## config.mk

```make
export PLATFORM = sky130hd
export DESIGN_NAME = up_down_counter
export DESIGN_NICKNAME = d
export VERILOG_FILES = /design/src/rtl/up_down_counter.sv
export SDC_FILE = /design/constraint.sdc
export NUM_CORES = 1
export LEC_CHECK = 0
export BUFFER_PORTS_ARGS = -buffer_cell sky130_fd_sc_hd__buf_2
export CORE_AREA = 2 2 39 41
export CTS_CLUSTER_SIZE = 10
export DETAILED_ROUTE_END_ITERATION = 12
export DIE_AREA = 0 0 41 43
export PLACE_DENSITY_LB_ADDON = 0.3
export REMOVE_ABC_BUFFERS = 1
export SLEW_MARGIN = 40
export SYNTH_ARGS = -nofsm -noshare
export SYNTH_HDL_FRONTEND = slang
export SYNTH_SLANG_ARGS = --single-unit
```

## constraint.sdc

```tcl
create_clock -name clk -period 1.35 [get_ports clk]
set_input_delay 0.135 -clock clk [delete_from_list [all_inputs] [get_ports clk]]
set_output_delay 0.135 -clock clk [all_outputs]
set_load 0.005 [all_outputs]
```

## src/rtl/up_down_counter.sv

```systemverilog
// Up/down modulo counter with optional saturation and step size.
// Terminal-count flags are decoded from the registered count; wrap is a registered pulse.
module up_down_counter #(
    parameter int WIDTH    = 3,
    parameter int MODULUS  = 2 ** WIDTH,
    parameter int SATURATE = 0,
    parameter int STEP     = 1
) (
    input  logic             clk,
    input  logic             reset,
    input  logic             UpOrDown,
    output logic [WIDTH-1:0] count,
    output logic             at_max,
    output logic             at_min,
    output logic             wrap,
    output logic             dir_q
);

    if (MODULUS < 2 || MODULUS > 2 ** WIDTH) begin : g_bad_modulus
        $error("up_down_counter: MODULUS out of range");
    end
    if (STEP < 1 || STEP > MODULUS - 1) begin : g_bad_step
        $error("up_down_counter: STEP out of range");
    end

    // One extra bit keeps the overflow/underflow compares exact.
    localparam logic [WIDTH:0]   MOD_X  = (WIDTH + 1)'(MODULUS);
    localparam logic [WIDTH:0]   STEP_X = (WIDTH + 1)'(STEP);
    localparam logic [WIDTH-1:0] MAX_V  = WIDTH'(MODULUS - 1);

    logic [WIDTH-1:0] count_q, count_d;
    logic             wrap_q, wrap_d;
    logic [WIDTH:0]   cnt_x, up_sum, up_wrap, dn_diff, dn_wrap;

    always_comb begin
        cnt_x   = {1'b0, count_q};
        up_sum  = cnt_x + STEP_X;
        up_wrap = up_sum - MOD_X;
        dn_diff = cnt_x - STEP_X;
        dn_wrap = cnt_x + MOD_X - STEP_X;
        count_d = count_q;
        wrap_d  = 1'b0;
        if (UpOrDown) begin
            if (up_sum >= MOD_X) begin
                wrap_d  = 1'b1;
                count_d = (SATURATE != 0) ? MAX_V : up_wrap[WIDTH-1:0];
            end else begin
                count_d = up_sum[WIDTH-1:0];
            end
        end else begin
            if (cnt_x < STEP_X) begin
                wrap_d  = 1'b1;
                count_d = (SATURATE != 0) ? '0 : dn_wrap[WIDTH-1:0];
            end else begin
                count_d = dn_diff[WIDTH-1:0];
            end
        end
    end

    always_ff @(posedge clk or negedge reset) begin
        if (!reset) begin
            count_q <= '0;
            wrap_q  <= 1'b0;
            dir_q   <= 1'b0;
        end else begin
            count_q <= count_d;
            wrap_q  <= wrap_d;
            dir_q   <= UpOrDown;
        end
    end

    assign count  = count_q;
    assign wrap   = wrap_q;
    assign at_max = (count_q == MAX_V);
    assign at_min = (count_q == '0);

endmodule

```

== Word-level counts from Yosys, hierarchy flattened ==
Index checks and enable logic that the tools add are counted.
Storage, ports and cells
  bits in registers: 5
  output and inout port bits: 7
Operators by class
  multiplexer cells: 6
  equality and inequality tests: 1
  add/subtract/negate cells: 5
  $lt $le $gt $ge: 2
  reductions and logical operators: 1
Operators with widths (number)
  two-way mux 3 bit: 3
  subtractor 3 x 1 -> 3 bit (second input constant): 3
  adder 3 x 1 -> 4 bit (second input constant): 1
  greater-or-equal comparator 4 bit (second input constant): 1
  adder 3 x 1 -> 3 bit (second input constant): 1
  == test 3 bit (second input constant): 1
  logical NOT 3 bit: 1
  < comparator 3 x 1 -> 1 bit (second input constant): 1
  two-way mux 1 bit: 3

== Depth between registers and ports, before layout ==
  depth after elaboration: 4
  mapped depth: 4

== Worst setup path after synthesis ==
Ideal clock, no wire load.
  path type: flip-flop to flip-flop
  start: register count_q[0], in the netlist count[0]
  end: register count_q[2], in the netlist count[2]
  slack: 0.237 ns
  buffers on the path: 0
  arrival: 0.987 ns
  data required time: 1.224 ns
  stages on the path, launching flop included: 5
  library setup time: 0.126 ns
  cell sequence: dfrtp_1 -> ha_1 -> ha_1 -> nand2_1 -> o21ai_0
On the way
  word-level cells in the longest chain between the ends: 4
  elaborated cells on any way between the ends: 10
RTL lines
  start, declared: line 31  | logic [WIDTH-1:0] count_q, count_d;
  start signal, assigned: line 66  | count_q <= count_d;
  adder 3 x 1 -> 4 bit / adder 3 x 1 -> 3 bit (equally long branches): line 37, 40
  greater-or-equal comparator 4 bit (tied with other cells): line 44  | if (up_sum >= MOD_X) begin
  two-way mux 3 bit, on equally long branches: line 44, 51
  two-way mux 3 bit (*): line 43  | if (UpOrDown) begin
  named net count_d[2]: line 31
The timed path passes the listed nets; every way through them passes the cells marked *.

== Worst setup path after layout ==
  start: register count_q[1], in the netlist count[1]
  end: output at_min
On the way
  word-level cells in the longest chain between the ends: 1
RTL lines
  logical NOT 3 bit: line 75  | assign at_min = (count_q == '0);
  end, declared: line 14  | output logic at_min,
Every way passes these cells.

==> flow_summary.ini <==
[final_layout]
final_cells = 51
design_area_um2 = 367
areaGrowthSynthToFinish_pct = 53.4
num_antenna_cells = 0
layout-drive-gt1-share = 0.486
fin_nets = 43

[logic_synthesis]
seq_area_frac_synth = 0.524
ys_types = 9
synth_compound_area_frac = 0.0209
synth_top_family_by_area = adder cells
ys_seq_elements = 5
postSynthAreaPerCell_um2 = 11.9
synth_fa_ha_area_frac = 0.209
synth_xor_xnor_area_share = 0.0733
synth-simple-area-share = 0.126
yosysWarnings = 0
muxShareOfSynthArea = 0
syn_area_um2 = 239
synth_cells = 20

[die]
top_level_ports = 10
rows = 14
die_w_um = 41
start_util = 0.173
die_area_um2 = 1760
die_h_um = 43
core_area_um2 = 1380

[route]
m1WireLength_um = 239
maxUsedRoutingLayer = met4
num_vias = 192
wl_met2_um = 171
wirelength_um = 478
first_pass_iters = 2
dr_wl_met3_um = 52
wire_per_inst_um = 9.37
post_drt_via_cell_ratio = 3.76
drc_errors = 0
ant_nets = 0
drt_iter0_markers = 1

[worst_setup_path]
path_max_fanout = 5
cp_data_required_time_ns = 1.22
worstSetupPathType = register to output port
slowest_stage = dfrtp_1
crit_arrival_ns = 1.17
cp_num_buf_inv = 2
slowest_delay_ns = 0.41
crit_path_end_kind = output port
path_cells = inv_2 -> ha_4 -> and2b_2 -> buf_6
critical-path-top-delay-family = flip-flops
start_kind = register

[sta]
fin_skew_ns = 0.00327
drv_slew = 0
final.setup.tns_ns = 0
timing_worst_slew_pin_value_ns = 0.208
layout_min_cycle_time_ns = 1.31
timing.final.ws_setup_ns = 0.0402
rsz0062_at_grt = true
fin_crit_sh = 0.970
finalSetupViolCount = 0
hold_viol = 0
hold_slack_ns = 0.0854
maxSlewHeadroom = 0.861
fmax_mhz = 763

[flow_run]
max-cap-violations = 0

[placed_design]
io_buffer_count = 9
gp_congestion = 0.635
dpl_cell_area_um2 = 304
dp_slack_ns = 0.198
dp_cells = 45

[cts]
cts-root-buf = clkbuf_4
cts_sinks = 5
cts_buffers = 3
clk_pin_slew_worst_paths_ns = 0.04
clockBufferDepth = 2
htreeDepth = 1
clk_latency_ns = 0.24
cts_tree = built

[global_routing]
antenna_found_initial = 0
grt_use_total = 0.0704
grt_pass1_vias = 193
grt_max_degree = 7
grt_overflow_total = 0
grt_pass1_wl_um = 759

[power]
pwr_density_cell_nw_per_um2 = 1620
total_leakage_power_nw = 0.195
peakVddDrop_mv = 0.453

[hold_path]
hold_path.class = primary input to register

[run_status]
status = finished clean
path summary, 6_finish.rpt:
path,startpoint,endpoint,slack (ns),cells past startpoint
max,count[1],at_min,0.04,4
min,UpOrDown,dir_q,0.09,1
max reg2reg,count[0],wrap,0.18,3
min reg2reg,count[1],wrap,0.60,2
max in group asynchronous,reset,dir_q,0.97,2
min in group asynchronous,reset,count[1],0.24,2
state kept, by name, summed over array words and instances, names as in the netlist:
signal	cells
wrap	1
count	3
dir_q	1
cell families after synthesis:
group           after synthesis
simple gates                  5
xor+xnor                      2
compound gates                1
buf+inv                       3
fa+ha+maj                     4
flops                         5
per-stage QoR:
stage,power [mW],utilization
3_5_place_dp,0.406,0.220
2_1_floorplan,0.330,-
4_1_cts,0.589,0.251
3_3_place_gp,0.405,0.220
5_1_grt,0.640,0.265
6_report,0.595,0.265
layout make-up:
class                      instances  area (µm²)
clock buffer                       4        26.3
multi-input combinational         12         115
inverter                           3        11.3
fill                             146        1020
sequential                         5         125
timing repair buffer              11        68.8
tap                               16        20.0
report_power, final:
group / switching, mW / leakage, nW / internal [mW]
registers: 0.0496 / 0.0581 / 0.191
logic: 0.0849 / 0.122 / 0.101
clock network: 0.0563 / 0.0150 / 0.111
total: 0.191 / 0.195 / 0.404
layer usage:
layer / track usage / vias to the layer above
li1: - / 95
met1: 0.0903 / 83
met2: 0.0750 / 12
met3: 0.0314 / 2
met4: 0.0800 / 0
met5: 0 / -
layout by cell type, fill, tap and decap left out, drive strengths merged:
cell / instances
buf: 10
o21ai: 1
clkbuf: 4
dfrtp: 5
nand4: 1
and2b: 1
dlygate4sd3: 1
inv: 3
nand2: 2
or4: 1
xnor2: 2
ha: 4
what timing repair did:
action                     4_1_cts  5_1_grt
hold endpoints to repair         5        0
gates resized for setup          0        5
setup endpoints to repair        1        1
setup buffers                    1        0
cloned                           0        0
hold buffers                     1        0
Yosys cell counts:
master	n	area (µm²)
or4_1	1	7.51
and2b_2	1	8.76
xnor2_1	2	17.5
ha_1	4	50.1
nand2_1	2	7.51
o21ai_0	1	5.00
inv_1	3	11.3
nand4_1	1	6.26
dfrtp_1	5	125
worst reg2reg max path, cell delays in order, from the launching register on:
cell and delay [ns]:
dfrtp_1 0.41, buf_4 0.16, or4_1 0.46, nand2_1 0.08
Note: power is estimated with default switching activity, not from simulation.
